===== src/rtl/csa_bec_pipe_acc.sv =====
// Two-stage add/sub/accumulate pipeline built on a square-root carry-select adder
// with BEC (+1) segment copies; accumulate results saturate to WIDTH+1 signed.
module csa_bec_pipe_acc #(
    parameter int WIDTH     = 16,
    parameter int FIRST_SEG = 2
) (
    input  logic           clk,
    input  logic           rst,
    input  logic           in_valid,
    output logic           in_ready,
    input  logic [WIDTH-1:0] in_a,
    input  logic [WIDTH-1:0] in_b,
    input  logic           in_sub,
    input  logic           in_acc,
    input  logic           in_clr,
    output logic           out_valid,
    input  logic           out_ready,
    output logic [WIDTH:0] out_sum,
    output logic           out_ovf
);
    localparam int W1 = WIDTH + 1;

    function automatic int seg_lo(input int idx);
        int lo;
        lo = 0;
        for (int k = 0; k < idx; k++) lo += FIRST_SEG + k;
        return lo;
    endfunction

    function automatic int seg_count();
        int n;
        int lo;
        n  = 0;
        lo = 0;
        while (lo < W1) begin
            lo += FIRST_SEG + n;
            n++;
        end
        return n;
    endfunction

    localparam int NSEG = seg_count();
    localparam logic [W1-1:0] SAT_MAX = {1'b0, {WIDTH{1'b1}}};
    localparam logic [W1-1:0] SAT_MIN = {1'b1, {WIDTH{1'b0}}};

    logic          en;
    logic [W1-1:0] a_ext;
    logic [W1-1:0] b_ext;
    logic [W1-1:0] x_sel;

    logic          s1_valid;
    logic [W1-1:0] s1_a;
    logic [W1-1:0] s1_x;
    logic          s1_cin;
    logic          s1_acc;
    logic          s1_clr;

    logic [W1-1:0] acc;
    logic [W1-1:0] add_a;
    logic [W1-1:0] add_b;
    logic [W1-1:0] add_s;
    logic [NSEG:0] seg_c;
    logic          guard;
    logic          ovf_raw;
    logic [W1-1:0] res;
    logic          res_ovf;

    assign en       = ~out_valid | out_ready;
    assign in_ready = en;

    assign a_ext = {in_a[WIDTH-1], in_a};
    assign b_ext = {in_b[WIDTH-1], in_b};
    assign x_sel = in_acc ? a_ext : b_ext;

    always_ff @(posedge clk) begin
        if (rst) begin
            s1_valid <= 1'b0;
            s1_a     <= '0;
            s1_x     <= '0;
            s1_cin   <= 1'b0;
            s1_acc   <= 1'b0;
            s1_clr   <= 1'b0;
        end else if (en) begin
            s1_valid <= in_valid;
            s1_a     <= a_ext;
            s1_x     <= in_sub ? ~x_sel : x_sel;
            s1_cin   <= in_sub;
            s1_acc   <= in_acc;
            s1_clr   <= in_clr & in_acc;
        end
    end

    // Clear-load adds the conditioned operand to zero, giving +A or -A.
    assign add_a    = s1_acc ? (s1_clr ? '0 : acc) : s1_a;
    assign add_b    = s1_x;
    assign seg_c[0] = s1_cin;

    for (genvar i = 0; i < NSEG; i++) begin : g_seg
        localparam int LO = seg_lo(i);
        localparam int HI = (seg_lo(i + 1) < W1) ? seg_lo(i + 1) : W1;
        localparam int SW = HI - LO;

        logic [SW-1:0] sa;
        logic [SW-1:0] sb;
        logic [SW-1:0] s0;
        logic [SW:0]   c0;

        assign sa = add_a[HI-1:LO];
        assign sb = add_b[HI-1:LO];

        for (genvar j = 0; j < SW; j++) begin : g_bit
            assign s0[j]     = sa[j] ^ sb[j] ^ c0[j];
            assign c0[j + 1] = (sa[j] & sb[j]) | (c0[j] & (sa[j] ^ sb[j]));
        end

        if (i == 0) begin : g_lsb
            assign c0[0]           = seg_c[0];
            assign add_s[HI-1:LO]  = s0;
            assign seg_c[1]        = c0[SW];
        end else begin : g_sel
            logic [SW-1:0] s1;
            logic [SW:0]   t;

            assign c0[0] = 1'b0;
            assign t[0]  = 1'b1;
            for (genvar j = 0; j < SW; j++) begin : g_bec
                assign s1[j]    = s0[j] ^ t[j];
                assign t[j + 1] = t[j] & s0[j];
            end
            assign add_s[HI-1:LO] = seg_c[i] ? s1 : s0;
            assign seg_c[i + 1]   = seg_c[i] ? (c0[SW] | t[SW]) : c0[SW];
        end
    end

    // Guard bit is the true sign of the WIDTH+2-bit sum.
    assign guard   = add_a[W1-1] ^ add_b[W1-1] ^ seg_c[NSEG];
    assign ovf_raw = guard ^ add_s[W1-1];

    always_comb begin
        res     = add_s;
        res_ovf = 1'b0;
        if (s1_acc && !s1_clr && ovf_raw) begin
            res_ovf = 1'b1;
            res     = guard ? SAT_MIN : SAT_MAX;
        end
    end

    always_ff @(posedge clk) begin
        if (rst) begin
            out_valid <= 1'b0;
            out_sum   <= '0;
            out_ovf   <= 1'b0;
            acc       <= '0;
        end else if (en) begin
            out_valid <= s1_valid;
            if (s1_valid) begin
                out_sum <= res;
                out_ovf <= res_ovf;
                if (s1_acc) acc <= res;
            end
        end
    end
endmodule


===== config.mk =====
export PLATFORM = sky130hd
export DESIGN_NAME = csa_bec_pipe_acc
export DESIGN_NICKNAME = d
export VERILOG_FILES = /design/src/rtl/csa_bec_pipe_acc.sv
export SDC_FILE = /design/constraint.sdc
export NUM_CORES = 1
export LEC_CHECK = 0
export ABC_AREA = 1
export BUFFER_PORTS_ARGS = -buffer_cell sky130_fd_sc_hd__buf_4
export CAP_MARGIN = 20
export CELL_PAD_IN_SITES_DETAIL_PLACEMENT = 1
export CELL_PAD_IN_SITES_GLOBAL_PLACEMENT = 1
export CORE_MARGIN = 5
export CORE_UTILIZATION = 45
export CTS_CLUSTER_DIAMETER = 100
export DETAILED_ROUTE_END_ITERATION = 6
export HOLD_SLACK_MARGIN = 0.08
export PLACE_DENSITY_LB_ADDON = 0.1
export SYNTH_ARGS = -nofsm -noshare
export SYNTH_HDL_FRONTEND = slang
export SYNTH_SLANG_ARGS = --single-unit

===== constraint.sdc =====
create_clock -name clk -period 9.8 [get_ports clk]
set_input_delay 0.49 -clock clk [delete_from_list [all_inputs] [get_ports clk]]
set_output_delay 0.49 -clock clk [all_outputs]
set_load 0.005 [all_outputs]

==> impl_metrics.toml <==
[cells_and_area]
fin_cells = 749
nFillCells = 1183
antenna_cells = 0
multi_input_area_um2 = 2330
nets = 683
seq_area_um2 = 1440
drive_above_1_share_pct = 18.2
syn2layout_area_growth_pct = 16.1

[worst_setup_path]
timing.rr.start = "s1_acc"
worstSetupPathType = "flop to flop"
cp_max_fo = 18
reg2reg_to = "acc[2]"
ff2ff_path_depth = 22
cp-start-kind = "flop"
crit_required_ps = 10090
worst-endpoint-arrival_ps = 4930
regToRegSetupSlack_ps = 5170
critPathCaptureType = "flop"

[synth]
synth_warnings = 0
synth_cell_types = 33
netlist_area_um2 = 4300
synth-edff-count = 0
synth_fp_nets = 640
synth_area_per_cell_um2 = 7.52
async_flop_share_pct = 0
yosys_most_used_dff = "dfxtp_1"
synth_seq_area_share_pct = 33.5
ys_seq_elements = 72
netlist_instances = 572

[timing]
setup-violations-final = 0
tightestPinTransition_ps = 788
grt_setup_unrepaired = "false"
fmax_mhz = 216
min_period_ps = 4630
clock_skew_ps = 14.1
timing.slew.headroom_pct = 47.3
post-route-period-util_pct = 47.3
hold_viol_final = 0
fin_setup_tns_ps = 0
drv_slew = 0

[min_path]
min_path_cells = 3
hold_class = "primary input to flop"
hold_start = "in_a[14]"
holdPathEnd = "s1_a[14]"

[place]
port_buffers = 58
gp_congestion = 0.909
place_inst = 733
dp_hpwl_um = 8490

[drt]
drt_iter0_drc = 96
antenna_left = 0
drcViolationCount = 0
drt-total-wl_um = 11300
vias_per_cell = 5.02
num_vias = 3760
drt-pass1-iter-count = 4
wl_per_cell_um = 15.1

[die]
fp.coreArea_um2 = 9280
die_h_um = 108
start_util_pct = 46.3
num_io_pins = 59
dieArea_um2 = 11600
die_w_um = 108
placementRows = 35

[clocking]
cts_tree = "yes"
clkTransAtPathRegs_ps = 90
root_buffer = "clkbuf_8"
clk-insertion-delay-late_ps = 340
clock_path_buffers = 2
cts.sinks = 72
ctsResizeCount = 0
cts_inserted_buffers = 9
htreeDepth = 3
cts_setup_buffers = 0
holdBufCountCts = 0

[global_routing]
grt_pass1_vias = 3978
grt_max_degree = 40
grt_overflow_total = 0
grt_pass1_wl_um = 19100
antenna_found_initial = 0
track_usage_pct = 20.6

[job]
max_cap_viol_count = 0

[run_status]
run_status = "finished, final reports clean"

[power_and_ir_drop]
power_density_nw_per_um2 = 159
p_leak_nw = 2.59
peakVddDrop_mv = 0.0616
==> cell usage in the layout, fill, tap and decap left out <==
master      count
nand3_2         1
mux2_2          7
nand3_1        43
xnor2_1         1
fa_1           13
nand2_1        90
o221ai_1        2
a21oi_1        22
o211ai_1        2
clkbuf_8       10
xor2_1          3
clkinv_4        2
o21a_1          5
nor2_4          2
buf_6           1
buf_4          61
mux2i_1        12
inv_1          95
inv_2           2
nor2_1         63
ha_1           16
dfxtp_1        72
bufinv_16       2
clkinvlp_4      2
a21boi_0        1
nor2_2          3
o21ai_0        50
a211oi_1        1
nand3_4         2
nand2_4        16
nand2_2         2
a22oi_1        16
==> metrics by stage <==
step | util, % | power [mW] | area (um^2) | hold WS, ps | setup slack (ps)
3_3_place_gp | 51.2 | 0.522 | 4750 | 464 | 5330
2_1_floorplan | - | 0.470 | 4300 | 455 | 5730
5_1_grt | 53.8 | 0.846 | 4990 | 394 | 4770
3_5_place_dp | 51.3 | 0.532 | 4760 | 468 | 5160
6_report | 53.8 | 0.794 | 4990 | 408 | 5170
4_1_cts | 53.8 | 0.804 | 4990 | 390 | 5140
==> worst max-delay path, cell delays in order, from the launching register on <==
cell and delay [ps]:
dfxtp_1 320, inv_2 230, nor2_2 170, inv_1 320, o21ai_0 130, ha_1 210
fa_1 430, fa_1 430, fa_1 400, inv_1 80, fa_1 410, inv_1 80
ha_1 210, nor2_1 60, nand3_1 100, nand3_1 110, nand3_1 100, nand2_2 80
nand2_4 290, nand2_1 180, nand3_1 100, nand2_1 70, inv_1 50
==> layout make-up <==
class | count | area share (%)
repair buffers | 62 | 9.39
clock buffers | 10 | 2.76
multi-input cells | 373 | 46.6
well taps | 129 | 3.23
flip-flops and latches | 72 | 28.9
clock inverters | 6 | 1.85
inverters | 97 | 7.29
==> registers in the layout, indices dropped and copies added (netlist names) <==
register   count
acc           17
out_sum       17
add_b         16
s1_a          16
out_ovf        1
out_valid      1
s1_acc         1
s1_cin         1
s1_clr         1
s1_valid       1
==> report_power, final <==
group	switching, mW	internal [mW]	leakage [nW]
Sequential	0.0129	0.314	0.594
Clock	0.118	0.151	0.109
Combinational	0.115	0.0835	1.89
==> worst max path at each step <==
stage           start         end  slack (ps)
2_1_floorplan  s1_acc     acc[15]        5730
3_3_place_gp   s1_acc  out_sum[2]        5330
3_5_place_dp   s1_acc  out_sum[2]        5160
4_1_cts        s1_acc      acc[2]        5140
5_1_grt        s1_acc  out_sum[2]        4770
6_report       s1_acc      acc[2]        5170
==> routing by layer <==
metal	track usage, %	wire length (um)
met1	28.3	5450
met2	33.5	5250
met3	3.00	465
met4	5.95	155
met5	0	0
==> kinds of logic after synthesis <==
logic type	share of synthesized area, %
AOI/OAI and AO/OA	13.2
xor gates and xnor gates	0.815
adders and majority gates	10.7
buffers and inverters	12.4
DFF	33.5
muxes	4.63
and+or+nand+nor	24.8
==> synth_stat cells, types with 2 or more instances <==
cell type  count  area share, %
a22oi_1       16            2.8
xor2_1         3           0.61
nand2_1       90            7.9
o21a_1         5           0.87
nor2_4         2           0.52
nor2_2         2           0.29
inv_1         95            8.3
ha_1          16            4.7
dfxtp_1       72             34
nand2_4       16            4.2
o221ai_1       2           0.41
buf_2          5           0.58
nand3_1       43            5.0
mux2i_1       12            2.8
clkbuf_8       2           0.64
a21oi_1       22            2.6
buf_4          2           0.35
nand2_2        2           0.29
inv_2          2           0.17
fa_1          13            6.1
nand3_4        2           0.81
clkbuf_1      18            1.6
o211ai_1       2           0.35
mux2_2         7            1.8
o21ai_0       50            5.8
nor2_1        64            5.6
No activity file was read; power rests on OpenSTA's default activity.
